$ cat src/rtl/seg_pkg.sv
// ============================================================================
//  Module   : seg_pkg
//  Purpose  : Shared constants and the digit-enable decode for the 4-digit scanner.
//  Revision : 1.0  initial release
// ============================================================================
`default_nettype none

package seg_pkg;

    localparam int NUM_DIGITS = 4;
    localparam int IDX_W      = 2;

    localparam logic [NUM_DIGITS-1:0] DIG_OFF  = 4'b1111;
    localparam logic [NUM_DIGITS-1:0] DIG_EN_0 = 4'b1110;
    localparam logic [NUM_DIGITS-1:0] DIG_EN_1 = 4'b1101;
    localparam logic [NUM_DIGITS-1:0] DIG_EN_2 = 4'b1011;
    localparam logic [NUM_DIGITS-1:0] DIG_EN_3 = 4'b0111;

    function automatic logic [NUM_DIGITS-1:0] digEnDecode(input logic [IDX_W-1:0] idx);
        logic [NUM_DIGITS-1:0] en;
        case (idx)
            2'd0:    en = DIG_EN_0;
            2'd1:    en = DIG_EN_1;
            2'd2:    en = DIG_EN_2;
            default: en = DIG_EN_3;
        endcase
        return en;
    endfunction

endpackage

`default_nettype wire

$ cat src/rtl/seg_tick_gen.sv
// ============================================================================
//  Module   : seg_tick_gen
//  Purpose  : Digit-slot prescaler; flags the last cycle of a slot and its dead time.
//  Revision : 1.0  initial release
// ============================================================================
`default_nettype none

module seg_tick_gen #(
    parameter int REFRESH_DIV = 50000,
    parameter int DEAD_CYCLES = 2
) (
    input  logic clk,
    input  logic rst,
    output logic o_tick,
    output logic o_inDead
);

    localparam int CNT_W = (REFRESH_DIV > 1) ? $clog2(REFRESH_DIV) : 1;
    localparam logic [CNT_W-1:0] C_LAST = CNT_W'(REFRESH_DIV - 1);

    logic [CNT_W-1:0] r_cnt;

    always_ff @(posedge clk) begin
        if (rst) begin
            r_cnt <= '0;
        end else if (r_cnt == C_LAST) begin
            r_cnt <= '0;
        end else begin
            r_cnt <= r_cnt + 1'b1;
        end
    end

    assign o_tick   = (r_cnt == C_LAST);
    assign o_inDead = (int'(r_cnt) < DEAD_CYCLES);

endmodule

`default_nettype wire

$ cat src/rtl/seg_scan.sv
// ============================================================================
//  Module   : seg_scan
//  Purpose  : Double-buffered 4-digit multiplex scanner feeding the hex decoder.
//             Optional leading-zero blanking when SEG_SCAN_LZB_EN is defined.
//  Revision : 1.0  initial release
// ============================================================================
`default_nettype none

module seg_scan
    import seg_pkg::*;
#(
    parameter int REFRESH_DIV = 50000,
    parameter int DEAD_CYCLES = 2
) (
    input  logic        clk,
    input  logic        rst,
    input  logic [15:0] iValue,
    input  logic [3:0]  iDpMask,
    input  logic        iLoad,
    output logic [3:0]  oNum,
    output logic [3:0]  oDigEn,
    output logic        oDp,
    output logic        oFrame
);

    logic w_tick;
    logic w_inDead;
    logic w_wrap;
    logic [3:0] w_nib;
    logic [NUM_DIGITS-1:0] w_blank;

    logic [IDX_W-1:0] r_idx;
    logic [15:0] r_shadowVal;
    logic [15:0] r_pendVal;
    logic [3:0]  r_shadowDp;
    logic [3:0]  r_pendDp;
    logic        r_pendFlag;

    seg_tick_gen #(
        .REFRESH_DIV (REFRESH_DIV),
        .DEAD_CYCLES (DEAD_CYCLES)
    ) u_tick (
        .clk      (clk),
        .rst      (rst),
        .o_tick   (w_tick),
        .o_inDead (w_inDead)
    );

    assign w_wrap = w_tick && (r_idx == IDX_W'(NUM_DIGITS - 1));
    assign w_nib  = r_shadowVal[4*r_idx +: 4];

`ifdef SEG_SCAN_LZB_EN
    // A digit blanks only when it and every digit to its left are zero.
    always_comb begin
        w_blank    = '0;
        w_blank[3] = (r_shadowVal[15:12] == 4'h0);
        w_blank[2] = w_blank[3] && (r_shadowVal[11:8] == 4'h0);
        w_blank[1] = w_blank[2] && (r_shadowVal[7:4] == 4'h0);
    end
`else
    assign w_blank = '0;
`endif

    always_ff @(posedge clk) begin
        if (rst) begin
            r_idx <= '0;
        end else if (w_tick) begin
            r_idx <= r_idx + 1'b1;
        end
    end

    // A load landing on the wrap tick bypasses the pending buffer.
    always_ff @(posedge clk) begin
        if (rst) begin
            r_shadowVal <= '0;
            r_shadowDp  <= '0;
            r_pendVal   <= '0;
            r_pendDp    <= '0;
            r_pendFlag  <= 1'b0;
        end else if (w_wrap) begin
            if (iLoad) begin
                r_shadowVal <= iValue;
                r_shadowDp  <= iDpMask;
            end else if (r_pendFlag) begin
                r_shadowVal <= r_pendVal;
                r_shadowDp  <= r_pendDp;
            end
            r_pendFlag <= 1'b0;
        end else if (iLoad) begin
            r_pendVal  <= iValue;
            r_pendDp   <= iDpMask;
            r_pendFlag <= 1'b1;
        end
    end

    always_ff @(posedge clk) begin
        if (rst) begin
            oNum   <= 4'h0;
            oDigEn <= DIG_OFF;
            oDp    <= 1'b1;
            oFrame <= 1'b0;
        end else begin
            oNum   <= w_nib;
            oDigEn <= (w_inDead || w_blank[r_idx]) ? DIG_OFF : digEnDecode(r_idx);
            oDp    <= w_blank[r_idx] ? 1'b1 : ~r_shadowDp[r_idx];
            oFrame <= w_wrap;
        end
    end

endmodule

`default_nettype wire

$ cat config.mk
export PLATFORM = sky130hd
export DESIGN_NAME = seg_scan
export DESIGN_NICKNAME = d
export VERILOG_FILES = /design/src/rtl/seg_pkg.sv /design/src/rtl/seg_tick_gen.sv /design/src/rtl/seg_scan.sv
export SDC_FILE = /design/constraint.sdc
export NUM_CORES = 1
export LEC_CHECK = 0
export CAP_MARGIN = 20
export CORE_MARGIN = 2
export CORE_UTILIZATION = 35
export DETAILED_ROUTE_END_ITERATION = 8
export PLACE_DENSITY_LB_ADDON = 0.12
export SYNTH_ARGS = -nofsm -noshare
export SYNTH_HDL_FRONTEND = slang
export SYNTH_SLANG_ARGS = --single-unit
$ cat constraint.sdc
create_clock -name clk -period 2.6 [get_ports clk]
set_input_delay 0.52 -clock clk [delete_from_list [all_inputs] [get_ports clk]]
set_output_delay 0.52 -clock clk [all_outputs]
set_load 0.03 [all_outputs]
==> qor.yml, run 1 <==
finalSetupTns_ns: 0
fin_util: 0.428
fin_crit_ns: 2.10
final_cell_mix: "dfxtp_1 (69), nor2_1 (43), mux2i_1 (41)"
dieHeight_um: 97.3
cp-end-kind: "flop"
cts_resized: 0
worstSetupPathType: "reg -> reg"
finalNonFillerCells: 440
cts_tree: "yes"
grt_pass1_vias: 2102
crit_path_start_kind: "flop"
place_congestion: 0.731
area_growth_pct: 20.8
slew_headroom: 0.611
ctsLongestPathBuffers: 2
drt-pass1-iter-count: 4
hp-class: "reg -> reg"
crit_required_ns: 2.81
skew_ns: 0.0103
grt-ovfl-total: 0
power_density_nw_per_um2: 577
drt_iter0_markers: 62
syn_avg_cell_area_sq_um: 10.4
htree_levels: 3
start_util: 0.354
avgViaCountPerCell: 4.91
rows: 34
path_max_fanout: 13
final_antenna_net_count: 0
final_common_cell: "dfxtp_1"
yosys_warnings: 0
cts_setup_buffers: 0
cts_hold_buf: 0
die_w_um: 97.3
ys_seq_area_frac: 0.454
synth_seq_cells: 69
cts.sinks: 69
numCtsBuffers: 9
cpMaxStageDelayCell: "or4b_2"
finalSetupViolations: 0
grt_pass1_wl_um: 10700
crit_chain: "ha_1, or4b_2, o41ai_4, buf_4, mux2i_1, nor2_1"
syn_nets: 320
syn_inst: 292
antenna_found_initial: 0
worst_hold_slack_ns: 0.496
io-pin-count: 33
tightest_slew_ns: 0.584
period_share: 0.810
drc_errors: 0
place_inst: 424
leakagePower_nw: 1.35
diodes: 0
cts_root_buf: "clkbuf_8"
wl_per_cell_um: 14.4
worstPathArrival_ns: 2.31
fin_nets: 355
num_vias: 2159
synth_area_sq_um: 3040
hpwlAfterDp_um: 4280
cap_violations: 0
clk-insertion-delay-late_ns: 0.34
gr-usage-all-layers: 0.144
grt_max_degree: 29
peakVddDrop_uv: 337
slowest_delay_ns: 0.63
final-max-slew-violation-count: 0
drt-total-wl_um: 6320
clk_pin_slew_worst_paths_ns: 0.07
core_sq_um: 8590
finalHoldViolations: 0
synth_cell_types: 35
rsz0062_at_grt: "false"
run_status: "finished clean"
port_buffers: 32
drive_gt1_frac: 0.166
fmax_mhz: 475
die_area_sq_um: 9460
-- registers in the layout (all words and copies together), names as in the netlist --
| name | count |
|---|---|
| oDigEn | 4 |
| oDp | 1 |
| oFrame | 1 |
| oNum | 4 |
| r_idx | 2 |
| r_pendDp | 4 |
| r_pendFlag | 1 |
| r_pendVal | 16 |
| r_shadowDp | 4 |
| r_shadowVal | 16 |
| u_tick.r_cnt | 16 |
-- per-layer routing --
metal  routed length (um)  GRT usage
met5                    0          0
met4                   57     0.0449
met3                  219     0.0496
met2                 2910      0.223
met1                 3140      0.190
-- metrics by stage --
stage,power [mW],setup slack [ns],cell area (sq um)
after floorplan,1.22,0.587,3040
after global placement,1.28,0.508,3480
after detailed placement,1.28,0.470,3480
after CTS,2.16,0.475,3680
after global routing,2.22,0.368,3680
final,2.12,0.495,3680
-- report_power, final --
part	internal (mW)	switching, mW
registers	1.08	0.0155
clock network	0.467	0.400
logic	0.0774	0.0779
total	1.63	0.494
-- synth_stat cells --
| cell | n | area, sq um |
|---|---|---|
| or3_1 | 1 | 6.26 |
| and3_1 | 1 | 6.26 |
| nor4_1 | 5 | 31.3 |
| a21oi_1 | 21 | 105 |
| buf_2 | 1 | 5.00 |
| nand4_1 | 5 | 31.3 |
| nand3_1 | 7 | 35.0 |
| or2_2 | 1 | 6.26 |
| or4b_2 | 1 | 10.0 |
| xor2_1 | 3 | 26.3 |
| dfxtp_1 | 69 | 1380 |
| a31oi_1 | 1 | 6.26 |
| inv_1 | 6 | 22.5 |
| nor2b_1 | 5 | 31.3 |
| nand2_1 | 7 | 26.3 |
| mux4_2 | 5 | 113 |
| o31ai_1 | 1 | 7.51 |
| o41ai_2 | 1 | 16.3 |
| nor2_1 | 43 | 161 |
| buf_6 | 7 | 78.8 |
| or4_4 | 1 | 11.3 |
| a211oi_2 | 16 | 200 |
| and2_1 | 1 | 6.26 |
| nor4_4 | 1 | 21.3 |
| nor3_1 | 3 | 15.0 |
| clkbuf_1 | 12 | 45.0 |
| a211oi_1 | 5 | 37.5 |
| or4_1 | 1 | 7.51 |
| or2_0 | 1 | 6.26 |
| xnor2_1 | 11 | 96.3 |
| buf_1 | 1 | 3.75 |
| ha_1 | 5 | 62.6 |
| nand2b_1 | 1 | 6.26 |
| mux2i_1 | 41 | 410 |
| buf_4 | 1 | 7.51 |
-- cell type report --
cell class                      count  area (sq um)
Clock buffer                       12           145
Clock inverter                      4          47.5
Fill cell                         870          4920
Inverter                            6          22.5
Multi-Input combinational cell    195          1510
Sequential cell                    69          1380
Tap cell                          108           135
Timing Repair Buffer               46           433
-- final timing paths --
check | startpoint | cells past startpoint | end | slack, ns
hold reg to reg | r_pendVal[7] | 2 | r_pendVal[7] | 0.50
setup reg to reg | r_idx[0] | 6 | r_pendDp[0] | 0.50
hold / removal | r_pendVal[7] | 2 | r_pendVal[7] | 0.50
setup / recovery | r_idx[0] | 6 | r_pendDp[0] | 0.50
-- worst max-delay path: cells and delay by family (launching register included) --
family / cells / cell delay [ns]
and+or+nand+nor: 2 / 0.68
DFF: 1 / 0.33
buffers and inverters: 1 / 0.31
AOI/OAI and AO/OA: 1 / 0.24
muxes: 1 / 0.23
adders and majority gates: 1 / 0.16
-- logic make-up (layout without fill, tap and decap cells) --
kind of cell / count (synthesis) / in the layout / share of synthesized area
and+or+nand+nor: 85 / 85 / 0.138
DFF: 69 / 69 / 0.454
xor gates and xnor gates: 14 / 14 / 0.0403
adders and majority gates: 5 / 5 / 0.0206
AOI/OAI and AO/OA: 45 / 45 / 0.122
buffers and inverters: 28 / 68 / 0.0534
muxes: 46 / 46 / 0.172
(Power assumes the default switching activity.)
==> run 2, diff against run 1 <==
==> constraint.sdc (replaced) <==
create_clock -name clk -period 1.9 [get_ports clk]
set_input_delay 0.38 -clock clk [delete_from_list [all_inputs] [get_ports clk]]
set_output_delay 0.38 -clock clk [all_outputs]
set_load 0.03 [all_outputs]
==> run 2 against run 1 <==
Net effect: the run now ends with setup timing left; clock skew about the same; sequential share of layout area down 3.7 points; combinational power up 69%; fmax up 4.9%; final area up 11%; register-to-register slack worse by 0.60 ns; flip-flop and latch count unchanged; worst setup slack worse by 0.60 ns; die area unchanged; via count up 5.1%; critical endpoint is now r_pendVal[10]; largest cell class unchanged; largest power group unchanged.
==> qor.yml, run 2 (synthesis gave the netlist of run 1 again) <==
nFillCells: 806
hp-class: "in -> reg"
place_congestion: 0.759
worstSetupPathType: "reg -> reg"
crit_path_start_kind: "flop"
r2r-start: "r_idx[1]"
cp.depth: 7
violations: "setup timing"
run_status: "finished, violations left"
rr_endpoint: "r_pendVal[10]"
peakVddDrop_uv: 331
power_density_nw_per_um2: 757
die_area_sq_um: 9460
io-pin-count: 33
pre_cts_ws_ns: -0.0624
cts_tree: "yes"
die_w_um: 97.3
start_util: 0.354
grt-ovfl-total: 0
antenna_found_initial: 0
skew_ns: 0.0102
finalSetupViolations: 20
numCtsBuffers: 9
cts_root_buf: "clkbuf_8"
worstPathArrival_ns: 2.24
fin_nets: 380
ctsLongestPathBuffers: 2
drive_gt1_frac: 0.246
fin_crit_ns: 2.01
area_growth_pct: 34.2
leakagePower_nw: 1.56
cts.sinks: 69
crit_start: "r_idx[1]"
worst_slack_ns: -0.106
cp-end-kind: "flop"
dieHeight_um: 97.3
wl_per_cell_um: 14.5
core_sq_um: 8590
final_cell_mix: "dfxtp_1 (65), nor2_1 (43), mux2i_1 (41)"
grt_pass1_vias: 2150
period_share: 1.06
final_common_cell: "dfxtp_1"
crit_family: "simple AND/OR/NAND/NOR gates"
clk_pin_slew_worst_paths_ns: 0.07
drt-total-wl_um: 6750
port_buffers: 32
num_vias: 2270
crit_required_ns: 2.13
drt-pass1-iter-count: 4
drc_errors: 0
ff2ff_setup_slack_ns: -0.11
cpMaxStageDelayCell: "or4b_4"
final-max-slew-violation-count: 0
drt_iter0_markers: 102
gr-usage-all-layers: 0.144
design_power_total_mw: 3.09
hpwlAfterDp_um: 4300
grt_max_degree: 50
crit_chain: "ha_4, or4b_4, o41ai_4, buf_6, clkbuf_16, mux2i_1, nor2_1"
grt_pass1_wl_um: 10700
path_max_fanout: 10
top_regs: "r_pendVal: 16 flops, r_shadowVal: 16 flops, u_tick.r_cnt: 16 flops"
cap_violations: 0
worstRegToRegCells: 7
crit_end: "r_pendVal[10]"
tightest_slew_ns: 0.397
rows: 34
avgViaCountPerCell: 4.88
fmax_mhz: 499
slowest_delay_ns: 0.46
clk-insertion-delay-late_ns: 0.35
finalHoldViolations: 0
final_antenna_net_count: 0
rsz0062_at_grt: "true"
cp.buffers_inverters: 2
diodes: 0
slew_headroom: 0.733
htree_levels: 3
-- run 2: changes by cell type in the layout (fill, tap and decap cells not counted), moves of 2 or more --
cell | previous run | this run
clkbuf_16 | 0 | 4
dfxtp_1 | 69 | 65
buf_12 | 1 | 7
dfxtp_2 | 0 | 4
ha_1 | 5 | 3
buf_4 | 13 | 24
buf_6 | 0 | 3
clkinv_2 | 2 | 0
-- run 2: how the worst min path moves through the flow --
| stage | from | end | slack, ns | depth (start not counted) |
|---|---|---|---|---|
| after floorplan | u_tick.r_cnt[0] | u_tick.r_cnt[0] | 0.43 | 1 |
| after global placement | r_pendVal[10] | r_pendVal[10] | 0.47 | 2 |
| final | rst | oDigEn[1] | 0.35 | 3 |
| after detailed placement | r_pendVal[15] | r_pendVal[15] | 0.49 | 2 |
| after CTS | rst | oDigEn[1] | 0.34 | 3 |
| after global routing | rst | oDigEn[3] | 0.36 | 3 |
-- run 2: cell type report --
class	count	area, sq um	area share
clock inverters	5	83.8	0.0205
well taps	108	135	0.0331
flip-flops and latches	69	1390	0.339
repair buffers	71	785	0.192
multi-input cells	195	1530	0.375
inverters	6	22.5	0.00551
clock buffers	11	141	0.0346
-- run 2: routing by layer --
layer,global-route usage,part of all wire,up-vias
li1,-,-,1154
met1,0.198,0.50,1073
met2,0.212,0.45,33
met3,0.0295,0.029,10
met4,0.0769,0.021,0
met5,0,0,-
-- run 2: power breakdown --
| part | internal [mW] | switching, mW |
|---|---|---|
| registers | 1.48 | 0.0148 |
| clock network | 0.777 | 0.558 |
| logic | 0.138 | 0.125 |
| total | 2.39 | 0.697 |
-- run 2: worst reg2reg max path, stage by stage, from the launching register on --
cell	delay, ns
dfxtp_2	0.35
ha_4	0.13
or4b_4	0.46
o41ai_4	0.36
buf_6	0.18
clkbuf_16	0.18
mux2i_1	0.19
nor2_1	0.05
-- run 2: through the flow --
| stage | area (sq um) | setup TNS, ns | cells | utilization | hold WS (ns) |
|---|---|---|---|---|---|
| after floorplan | 3080 | -0.0780 | 292 | - | 0.427 |
| final | 4090 | -1.67 | 465 | 0.476 | 0.347 |
| after detailed placement | 3710 | -1.22 | 443 | 0.432 | 0.487 |
| after global placement | 3710 | -1.11 | 443 | 0.432 | 0.474 |
| after global routing | 4090 | -3.33 | 465 | 0.476 | 0.359 |
| after CTS | 3940 | -1.34 | 459 | 0.459 | 0.335 |
-- run 2: what timing repair did --
item,4_1_cts,5_1_grt
hold buffers,0,0
pin swaps,1,3
gates cloned,0,4
setup buffers,0,2
resized for setup,1,8
setup endpoints to repair,36,43
==> run 3, diff against run 2 <==
==> constraint.sdc (replaced) <==
create_clock -name clk -period 2 [get_ports clk]
set_input_delay 0.4 -clock clk [delete_from_list [all_inputs] [get_ports clk]]
set_output_delay 0.4 -clock clk [all_outputs]
set_load 0.03 [all_outputs]
==> run 3 against run 2 <==
Net effect: the run now ends clean; global-route usage is 0.48 points higher; flip-flop and latch count stayed put; final cell count is 0.86% lower; via count is 0.75% higher; non-clock buffer count is 4 lower; critical path depth is 1 lower; final area is 4.1% lower; clock power is 5% lower; first-iteration DRC count is 25% lower; wire length is 2.5% lower; count of clock-buffer cells in the layout is 1 lower; critical path type unchanged; critical endpoint is now r_pendVal[15].
==> qor.yml, run 3 (synthesis gave the netlist of run 1 again) <==
clk_pin_slew_worst_paths_ns: 0.08
power_density_nw_per_um2: 746
peakVddDrop_uv: 399
worst_hold_slack_ns: 0.328
leakagePower_nw: 1.50
slowest_delay_ns: 0.58
antenna_found_initial: 0
io-pin-count: 33
worstPathArrival_ns: 2.20
grt_max_degree: 28
hp-class: "in -> reg"
drive_gt1_frac: 0.229
crit_family: "simple AND/OR/NAND/NOR gates"
drt-pass1-iter-count: 4
fin_nets: 376
start_util: 0.354
core_sq_um: 8590
wl_per_cell_um: 14.3
avgViaCountPerCell: 4.96
cts_hold_buf: 0
area_growth_pct: 28.8
cts_root_buf: "clkbuf_8"
die_w_um: 97.3
cts.sinks: 69
drt_iter0_markers: 76
place_congestion: 0.787
drc_errors: 0
cp.buffers_inverters: 2
cpMaxStageDelayCell: "or4_4"
skew_ns: 0.00546
rsz0062_at_grt: "true"
grt_pass1_vias: 2205
final_antenna_net_count: 0
final-max-slew-violation-count: 0
run_status: "finished clean"
htree_levels: 3
gr-usage-all-layers: 0.148
slew_headroom: 0.736
hpwlAfterDp_um: 4410
finalSetupViolations: 0
die_area_sq_um: 9460
grt-ovfl-total: 0
dieHeight_um: 97.3
fmax_mhz: 506
crit_path_start_kind: "flop"
cp-end-kind: "flop"
crit_chain: "or4_4, o41ai_4, buf_4, buf_6, mux2i_1, nor2_1"
place_inst: 440
finalHoldViolations: 0
worstSetupPathType: "reg -> reg"
rows: 34
diodes: 0
tightest_slew_ns: 0.395
crit_required_ns: 2.22
cts_tree: "yes"
cap_violations: 0
path_max_fanout: 5
num_vias: 2287
grt_pass1_wl_um: 11100
final_common_cell: "dfxtp_1"
port_buffers: 32
top_regs: "r_pendVal: 16 flops, r_shadowVal: 16 flops, u_tick.r_cnt: 16 flops"
final_cell_mix: "dfxtp_1 (66), nor2_1 (43), mux2i_1 (41)"
finalNonFillerCells: 461
clk-insertion-delay-late_ns: 0.34
period_share: 0.989
numCtsBuffers: 9
ctsLongestPathBuffers: 2
drt-total-wl_um: 6580
fin_crit_ns: 1.98
==> run 3: cell type report <==
cell class,instances,area [sq um]
Clock buffer,10,138
Clock inverter,6,86.3
Fill cell,843,4670
Inverter,6,22.5
Multi-Input combinational cell,195,1520
Sequential cell,69,1390
Tap cell,108,135
Timing Repair Buffer,67,638
==> run 3: metal layers <==
layer  vias to the layer above  part of all wire  track usage  routed length [um]
met1                      1105              0.49        0.195                3210
met3                         8             0.023       0.0353                 152
met2                        25              0.48        0.230                3130
li1                       1149                 -            -                   -
met5                         -                 0            0                   0
met4                         0             0.014       0.0705                  95
==> run 3: worst paths after layout <==
| path | cells after the start | from | endpoint | slack [ns] |
|---|---|---|---|---|
| setup / recovery | 6 | u_tick.r_cnt[10] | r_pendVal[15] | 0.02 |
| setup reg to reg | 6 | u_tick.r_cnt[10] | r_pendVal[15] | 0.02 |
| hold / removal | 2 | rst | oFrame | 0.33 |
| hold reg to reg | 2 | r_pendVal[6] | r_pendVal[6] | 0.50 |
==> run 3: repair_timing <==
action,4_1_cts,5_1_grt
pin swaps,1,2
buffers inserted,3,0
resized for setup,10,2
cloned,2,0
endpoints found under the setup margin,20,46
==> run 3: per-stage QoR <==
step / cell area, sq um / setup slack, ns / utilization / power (mW) / setup TNS, ns
final: 3920 / 0.0223 / 0.456 / 2.92 / 0
after global routing: 3920 / -0.0686 / 0.456 / 3.06 / -0.609
after CTS: 3920 / -0.0161 / 0.456 / 2.97 / -0.0768
after detailed placement: 3630 / -0.0281 / 0.422 / 1.68 / -0.319
after global placement: 3630 / 0.00380 / 0.422 / 1.67 / 0
after floorplan: 3060 / 0.0104 / - / 1.58 / 0
==> run 3: power by group <==
part,switching (mW),total [mW],internal [mW]
clock network,0.534,1.27,0.733
logic,0.115,0.236,0.121
registers,0.0147,1.42,1.41
